<file path="src/rtl/bnn_pkg.sv">
// Shared constants, frame/score types and read-side states for the BNN frame loader.
package bnn_pkg;

    localparam int PIX_W     = 8;
    localparam int FRAME_W   = 32;
    localparam int N_CLASSES = 4;
    localparam int SCORE_W   = 7;
    localparam int NPIX      = FRAME_W * FRAME_W;
    localparam int CNT_W     = $clog2(NPIX);
    localparam int CLS_W     = $clog2(N_CLASSES);

    typedef logic [0:0][FRAME_W-1:0][FRAME_W-1:0] frame_t;
    typedef logic [N_CLASSES-1:0][SCORE_W-1:0]    scores_t;

    typedef enum logic [1:0] {
        IDLE   = 2'd0,
        SETTLE = 2'd1,
        RESULT = 2'd2
    } state_t;

endpackage

</file>
<file path="src/rtl/bnn_argmax.sv">
// Combinational argmax over N unsigned scores; ties resolve to the lowest index.
module bnn_argmax #(
    parameter int N = 4,
    parameter int W = 7
) (
    input  logic [N-1:0][W-1:0]   scores,
    output logic [$clog2(N)-1:0]  idx,
    output logic [W-1:0]          score
);

    localparam int IW = $clog2(N);

    always_comb begin
        idx   = '0;
        score = scores[0];
        for (int i = 1; i < N; i++) begin
            if (scores[i] > score) begin
                score = scores[i];
                idx   = IW'(i);
            end
        end
    end

endmodule

</file>
<file path="src/rtl/bnn_frame_loader.sv">
// Pixel stream -> ping-pong binary frame banks -> BNN input, then argmax result channel.
//
// state  | meaning
// IDLE   | waiting for the read bank to be full
// SETTLE | frame_o holds the read bank while the BNN settles
// RESULT | argmax registered, res_valid_o high until consumed
module bnn_frame_loader
    import bnn_pkg::*;
#(
    parameter int SETTLE_CYCLES = 4
) (
    input  logic                                    clk_i,
    input  logic                                    rst_ni,
    input  logic                                    pix_valid_i,
    output logic                                    pix_ready_o,
    input  logic [PIX_W-1:0]                        pix_data_i,
    input  logic                                    pix_last_i,
    input  logic [PIX_W-1:0]                        pix_thr_i,
    output logic [0:0][FRAME_W-1:0][FRAME_W-1:0]    frame_o,
    input  logic [N_CLASSES-1:0][SCORE_W-1:0]       scores_i,
    output logic                                    res_valid_o,
    input  logic                                    res_ready_i,
    output logic [CLS_W-1:0]                        res_class_o,
    output logic [SCORE_W-1:0]                      res_score_o,
    output logic                                    err_frame_o
);

    localparam int ST_W = $clog2(SETTLE_CYCLES + 1);

    logic [NPIX-1:0]    bank [2];
    logic [1:0]         full;
    logic               wr_ptr;
    logic               rd_ptr;
    logic [CNT_W-1:0]   cnt;
    logic [ST_W-1:0]    scnt;
    state_t             state;

    logic               accept;
    logic               pix_bit;
    logic               at_last;
    logic               commit;
    logic               frame_err;
    logic               rel;
    logic               start;
    logic [NPIX-1:0]    merged;
    logic [CLS_W-1:0]   am_idx;
    logic [SCORE_W-1:0] am_score;

    assign pix_ready_o = ~full[wr_ptr];
    assign accept      = pix_valid_i & pix_ready_o;
    assign pix_bit     = (pix_data_i >= pix_thr_i);
    assign at_last     = (cnt == CNT_W'(NPIX - 1));
    assign commit      = accept & pix_last_i & at_last;
    assign frame_err   = accept & (pix_last_i ^ at_last);
    assign rel         = (state == RESULT) & res_ready_i;
    // A commit into the read bank starts SETTLE without waiting for the full flag.
    assign start       = full[rd_ptr] | (commit & (wr_ptr == rd_ptr));

    // Read bank image including the bit landing this cycle.
    always_comb begin
        merged = bank[rd_ptr];
        if (accept && (wr_ptr == rd_ptr)) begin
            merged[cnt] = pix_bit;
        end
    end

    always_ff @(posedge clk_i) begin
        if (accept) begin
            bank[wr_ptr][cnt] <= pix_bit;
        end
    end

    always_ff @(posedge clk_i or negedge rst_ni) begin
        if (!rst_ni) begin
            full        <= '0;
            wr_ptr      <= 1'b0;
            cnt         <= '0;
            err_frame_o <= 1'b0;
        end else begin
            err_frame_o <= frame_err;
            if (commit) begin
                full[wr_ptr] <= 1'b1;
                wr_ptr       <= ~wr_ptr;
                cnt          <= '0;
            end else if (frame_err) begin
                cnt <= '0;
            end else if (accept) begin
                cnt <= cnt + CNT_W'(1);
            end
            if (rel) begin
                full[rd_ptr] <= 1'b0;
            end
        end
    end

    bnn_argmax #(
        .N (N_CLASSES),
        .W (SCORE_W)
    ) u_argmax (
        .scores (scores_i),
        .idx    (am_idx),
        .score  (am_score)
    );

    always_ff @(posedge clk_i or negedge rst_ni) begin
        if (!rst_ni) begin
            state       <= IDLE;
            scnt        <= '0;
            rd_ptr      <= 1'b0;
            frame_o     <= '0;
            res_valid_o <= 1'b0;
            res_class_o <= '0;
            res_score_o <= '0;
        end else begin
            case (state)
                IDLE: begin
                    if (start) begin
                        state   <= SETTLE;
                        scnt    <= ST_W'(SETTLE_CYCLES - 1);
                        frame_o <= merged;
                    end
                end
                SETTLE: begin
                    if (scnt == '0) begin
                        res_class_o <= am_idx;
                        res_score_o <= am_score;
                        res_valid_o <= 1'b1;
                        state       <= RESULT;
                    end else begin
                        scnt <= scnt - ST_W'(1);
                    end
                end
                RESULT: begin
                    if (res_ready_i) begin
                        res_valid_o <= 1'b0;
                        rd_ptr      <= ~rd_ptr;
                        state       <= IDLE;
                    end
                end
                default: state <= IDLE;
            endcase
        end
    end

endmodule

</file>
<file path="config.mk">
export PLATFORM = sky130hd
export DESIGN_NAME = bnn_frame_loader
export DESIGN_NICKNAME = d
export VERILOG_FILES = /design/src/rtl/bnn_pkg.sv /design/src/rtl/bnn_argmax.sv /design/src/rtl/bnn_frame_loader.sv
export SDC_FILE = /design/constraint.sdc
export NUM_CORES = 2
export LEC_CHECK = 0
export ABC_AREA = 1
export BUFFER_PORTS_ARGS = -buffer_cell sky130_fd_sc_hd__buf_2
export CAP_MARGIN = 10
export CORE_ASPECT_RATIO = 1.1
export CORE_MARGIN = 4
export CORE_UTILIZATION = 45
export CTS_CLUSTER_DIAMETER = 30
export CTS_CLUSTER_SIZE = 16
export DETAILED_ROUTE_END_ITERATION = 7
export GPL_ROUTABILITY_DRIVEN = 0
export PLACE_DENSITY = 0.63
export SLEW_MARGIN = 20
export SYNTH_ARGS = -nofsm -noshare
export SYNTH_HDL_FRONTEND = slang
export SYNTH_HIERARCHICAL = 1
export SYNTH_SLANG_ARGS = --single-unit
</file>
<file path="constraint.sdc">
create_clock -name clk_i -period 2.04 [get_ports clk_i]
set_input_delay 0.102 -clock clk_i [delete_from_list [all_inputs] [get_ports clk_i]]
set_output_delay 0.102 -clock clk_i [all_outputs]
set_load 0.03 [all_outputs]
</file>
Word level (Yosys, flattened, before mapping). Memory sizes are Yosys's and may differ from the RTL's. Cells that the tools add are included.

Bits of input ports: 49. Memories kept: 1. Bits in writable memories: 2048. Word-level logic and storage cells: 127. Output and inout port bits: 1036. Bits in registers: 1054.

Magnitude comparators: 10. Muxes and demuxes: 35. Bitwise logic cells: 14. Reduce and logical (&&, ||, !) cells: 15. Equality and inequality tests: 8. Add/subtract/negate cells: 2.

Memories: bank (depth 2, width 1024, read ports 1, clocked after Yosys merged registers in 0, write ports 1, RTL line bnn_frame_loader.sv:30) `logic [NPIX-1:0] bank [2];`.

Operator list (count): 1024-bit 2-to-1 mux (2); 1024-bit bitwise mux (1); 10-bit 2-to-1 mux (3); 7-bit greater-than comparator (3); 7-bit 2-to-1 mux (3); 2-bit 2-to-1 mux (7); 10-bit by 11-bit less-than comparator with 1-bit output, second input constant (1); 1-bit 2-to-1 mux (11); 10-bit by 1-bit adder with 10-bit output, second input constant (1); 1-bit demux with 10-bit select (1); 10-bit equality test, second input constant (1); 10-bit by 1-bit greater-or-equal comparator with 1-bit output, second input constant (1); 3-bit AND reduction (3); 8-bit greater-or-equal comparator (1); 2-bit != test, second input constant (4); 1-bit AND (6); 3-bit 2-to-1 mux (2); 2-bit one-hot mux with 3 select lines (1); 3-bit one-hot mux with 2 select lines (1); 2-bit AND reduction (3); 1-bit logical AND (4); 1-bit by 2-bit less-than comparator with 1-bit output, second input constant (2); 2-bit nonzero test (2); 3-bit logical NOT (1); other kinds (15) (19).

Logic depth before layout (Yosys ltp).
Depth after elaboration: 10. Mapped depth: 30. Mapped depth without buffers: 30.

Cells and area by module. The synthesis kept the hierarchy.

By module, submodules not included: bnn_frame_loader (times used 1, cells an instance 14570, area an instance 136920.1 sq um, sequential area each 87874.3 sq um); bnn_argmax (times used 1, cells an instance 156, area an instance 942.2 sq um, sequential area each 0.0 sq um).

Least setup slack after synthesis. OpenSTA, ideal clock, no wires.

Kind: input to register. Start: input pix_data_i[0]. End: memory bank[0][0] (netlist bit) (data pin). Setup time: 5.163 ns. Cell stages on the path: 10. Data arrival time: 24.666 ns. Path slack: -27.789 ns. Buffers on the path: 0. Data required time: -3.123 ns. Cells stage by stage: inv_1 -> ha_1 -> inv_1 -> nand2_1 -> nand2_1 -> nand2_1 -> nand2_1 -> nand2_1 -> nand2_1 -> nand2_1.

Cells in the longest elaborated chain, start to end: 1.

Ends and longest elaborated chain: from (decl) (RTL line bnn_frame_loader.sv:16) `input logic [PIX_W-1:0] pix_data_i,`; 8-bit greater-or-equal comparator (RTL line bnn_frame_loader.sv:51) `assign pix_bit = (pix_data_i >= pix_thr_i);`; named net pix_bit (RTL line bnn_frame_loader.sv:39) `logic pix_bit;`; to (decl) (RTL line bnn_frame_loader.sv:30).

The timed path passes the listed nets, and every way through them passes these cells.

Worst setup path after layout.
Start: input scores_i[6] (netlist bit). End: register res_score_o[1].

Cells in the longest elaborated chain, start to end: 6.

Ends and longest elaborated chain: from (decl) (RTL line bnn_frame_loader.sv:20) `input logic [N_CLASSES-1:0][SCORE_W-1:0] scores_i,`; 7-bit greater-than comparator (RTL line bnn_argmax.sv:17) `if (scores[i] > score) begin`; 7-bit 2-to-1 mux * (RTL line bnn_argmax.sv:17); 7-bit greater-than comparator (RTL line bnn_argmax.sv:17); 7-bit 2-to-1 mux * (RTL line bnn_argmax.sv:17); 7-bit greater-than comparator (RTL line bnn_argmax.sv:17); 7-bit 2-to-1 mux * (RTL line bnn_argmax.sv:17); named net am_score[1] (RTL line bnn_frame_loader.sv:47) `logic [SCORE_W-1:0] am_score;`; to (signal assigned) (RTL line bnn_frame_loader.sv:126) `res_score_o <= am_score;`; to (decl) (RTL line bnn_frame_loader.sv:24) `output logic [SCORE_W-1:0] res_score_o,`.

Mark *: on every way through the listed nets, which the timed path passes. The rest lies on a longest branch. A chain may end at the register's enable or synchronous reset.

==> results.json <==
{
  "powerDensity_nw_per_um2": 945,
  "slew_headroom_pct": 38.1,
  "grt_pass1_wl_um": 794000,
  "drv_cap": 0,
  "syn-num-nets": 14800,
  "synth-seq-cells": 3102,
  "antenna_found_initial": 26,
  "dp_cells": 19900,
  "cts_tree": "done",
  "wl_met2_um": 253000,
  "routedWlPerCell_um": 26.8,
  "critical_path_class": "in2reg",
  "reg2regPathDepth": 10,
  "cpPeakStageDelay_ns": 0.30,
  "worstSetupStartpoint": "scores_i[6]",
  "r2r-end": "bank[0][391]",
  "seq_power_share_pct": 38.0,
  "syn_avg_cell_area_um2": 9.36,
  "port_buffers": 1084,
  "drt_iter0_drc": 16300,
  "grt_start_max_net_pins": 135,
  "finalSetupViolCount": 3061,
  "cts_max_path_buffers": 4,
  "synth_commonest_cells": "5,810 x nand2_1, 2,167 x nor2_1, 2,048 x edfxtp_1, 1,054 x dfrtp_1, 1,006 x nand3_1",
  "netlist_top_cells_area": "edfxtp_1 45%, dfrtp_1 19%, nand2_1 16%",
  "layout_min_cycle_time_ns": 2.72,
  "num_io_pins": 1085,
  "synth.top_cell.area_share_pct": 44.6,
  "synthArstFlopShare_pct": 34.0,
  "crit_slowest_cell": "ha_4",
  "synth_cell_types": 38,
  "clock_latency_ns": 1.07,
  "combPwrFrac_pct": 6.5,
  "highest_layer": "met5",
  "synth.most_common_cell": "nand2_1",
  "cts-root-buf": "clkbuf_16",
  "synth_edf_count": 2048,
  "worst-path-max-fanout": 6,
  "initial_utilization_pct": 45.4,
  "hold_end": "res_score_o[4]",
  "grt_pass1_vias": 116000,
  "worstHoldStart": "scores_i[11]",
  "leakagePower_uw": 0.0773,
  "sw_frac_of_total_pct": 23.8,
  "r2r-start": "wr_ptr",
  "path_common_cell": "nand2_2",
  "crit_buf_inv": 5,
  "wl_met1_um": 210000,
  "report.final.slew_viol_count": 0,
  "status": "complete, but fails checks",
  "endpoint_kind": "flop",
  "worst-r2r-setup-slack_ns": -0.41,
  "switching_power_uw": 43100,
  "vias": 123000,
  "fin_nets": 16900,
  "rsz0062_at_grt": "yes",
  "crit_path_start_kind": "primary input",
  "fin_cells": 21400,
  "numCtsBuffers": 594,
  "period_share_pct": 133,
  "critical_path_required_ns": 2.96,
  "grt_use_total_pct": 34.1,
  "grt_remaining_overflow": 0,
  "layout-drive-gt1-share_pct": 26.2,
  "die-area_um2": 315000,
  "place_hpwl_um": 352000,
  "ys_warn_count": 6,
  "dieWidth_um": 536,
  "violations": "negative hold slack, negative setup slack",
  "whs_ns": -0.159,
  "core_um2": 304000,
  "die_h_um": 589,
  "peakVddDrop_v": 0.000775,
  "drtPass1Iterations": 6,
  "postSynthCellCount": 14700,
  "viasPerCell": 5.76,
  "power.internal_uw": 138000,
  "cp_top_family": "simple AND/OR/NAND/NOR gates",
  "hp-class": "in2reg",
  "cts.clk_slew.worst_paths_ns": 0.05,
  "hold-path-cell-count": 8,
  "post-route-drc-count": 0,
  "cp.arrival_ns": 3.64,
  "wl_met3_um": 69900,
  "h-tree-depth": 6,
  "ant_nets": 0,
  "hold_violations": 4,
  "worst_pin_slew_ns": 0.928,
  "p_clk_share_pct": 55.5,
  "numClockSinks": 3102,
  "fmax_mhz": 367,
  "rows": 212,
  "tns_ns": -612.96,
  "synth_top_cell_by_area": "edfxtp_1",
  "clock-skew-final_ns": 0.0578,
  "syn_area_um2": 138000,
  "fin_ws_ns": -0.681,
  "area.growth.synth_to_final_pct": 39.0,
  "routed_wl_um": 574000,
  "ys_seq_area_share_pct": 63.7,
  "ys.flop_type": "edfxtp_1"
}
[how the worst max path moves through the flow]
stage                          end  slack, ns  cells past startpoint
global route        res_score_o[5]      -0.73                     30
detailed placement  res_score_o[3]      -1.75                     30
floorplan               bank[0][0]      -4.03                     10
global placement    res_score_o[1]      -1.82                     30
finish              res_score_o[1]      -0.68                     29
CTS                 res_score_o[1]      -0.44                     29
[worst min-delay path: stages]
cell and delay, ns:
buf_8 0.08, nand3_2 0.08, buf_4 0.15, nand3_2 0.10, buf_4 0.11, nand3_2 0.04
nand2_1 0.05, mux2_2 0.13
[power groups by stage]
| stage | clock network [µW] | logic (µW) | registers (µW) |
|---|---|---|---|
| finish | 100000 | 11700 | 68900 |
| global route | 104000 | 12200 | 68800 |
| CTS | 101000 | 10900 | 68900 |
| detailed placement | 0 | 10200 | 69900 |
| global placement | 0 | 10200 | 70000 |
| floorplan | 0 | 3620 | 71200 |
[logic make-up (layout without fill, tap and decap cells)]
family                     after synthesis  count (layout)  share of synthesized area (%)
and+or+nand+nor                       9743            9746                           28.9
buffers and inverters                 1394            3984                           4.20
other                                    0               8                              0
DFF                                   3102            3102                           63.7
adders and majority gates               35              35                          0.318
muxes                                  332             332                           2.42
AOI/OAI and AO/OA                      116             116                          0.438
xor gates and xnor gates                 4               4                         0.0254
[sequential cells by signal, indices dropped and copies added (netlist names)]
register     flops
res_score_o      7
err_frame_o      1
res_class_o      2
full             2
res_valid_o      1
frame_o       1024
rd_ptr           1
bank          2048
cnt             10
wr_ptr           1
scnt             3
state            2
[routing by layer]
| layer | vias up | GRT usage, % |
|---|---|---|
| met1 | 60100 | 45.5 |
| li1 | 53100 | - |
| met2 | 8298 | 51.0 |
| met3 | 1626 | 7.90 |
| met4 | 14 | 19.8 |
| met5 | - | 0 |
[placed cells by master (no fill, tap or decap), types with 12 or more instances in the layout]
master / Yosys / layout
bufbuf_16: 0 / 18
bufinv_16: 0 / 67
edfxtp_1: 2048 / 2048
o21ai_0: 96 / 86
clkinvlp_4: 0 / 58
inv_8: 0 / 14
buf_6: 0 / 69
nand2_1: 5810 / 5252
buf_8: 0 / 44
nor3_1: 19 / 18
buf_16: 0 / 124
ha_4: 0 / 21
nor2_1: 2167 / 2021
buf_12: 0 / 508
clkinv_2: 0 / 84
inv_6: 0 / 34
clkinv_8: 0 / 15
dfrtp_1: 1054 / 1050
ha_1: 35 / 13
nand3_1: 1006 / 971
buf_2: 338 / 1075
nand2_4: 4 / 190
nand2_2: 9 / 356
buf_4: 35 / 759
clkinv_1: 23 / 54
nand2_8: 1 / 29
dlygate4sd3_1: 0 / 28
clkbuf_16: 0 / 681
nand3_2: 6 / 32
nand4_1: 704 / 704
clkinv_16: 0 / 12
nor2_4: 1 / 96
clkbuf_1: 739 / 74
inv_4: 0 / 34
clkinv_4: 0 / 40
mux2i_1: 323 / 322
clkbuf_8: 0 / 33
inv_1: 159 / 118
inv_2: 14 / 29
nor2_2: 11 / 62
[final cells by class]
cell class              instances  area, µm²
repair buffers               2689      28600
inverters                     196        947
well taps                    4066       5090
clock buffers                 724      16200
clock inverters               375       4530
flip-flops and latches       3102      87900
diodes                          8       20.0
multi-input cells           10200      48400
fillers                     23500     112000
[timing repair]
item / CTS / global route
endpoints found under the hold margin: 1098 / 4
buffers inserted: 110 / 86
setup endpoints to repair: 3043 / 3089
hold buffers: 26 / 2
gates resized for setup: 590 / 889
gates cloned: 123 / 67
pin swaps: 166 / 182
[per-stage QoR]
step                area (µm²)  util, %  total power, µW  setup slack (ns)
floorplan               138000        -            74800             -4.03
global placement        159000     52.3            80100             -1.82
detailed placement      159000     52.3            80200             -1.75
CTS                     187000     61.5           180000            -0.441
global route            192000     63.0           185000            -0.725
finish                  192000     63.0           181000            -0.681
Power figures use the tool's default switching activity.
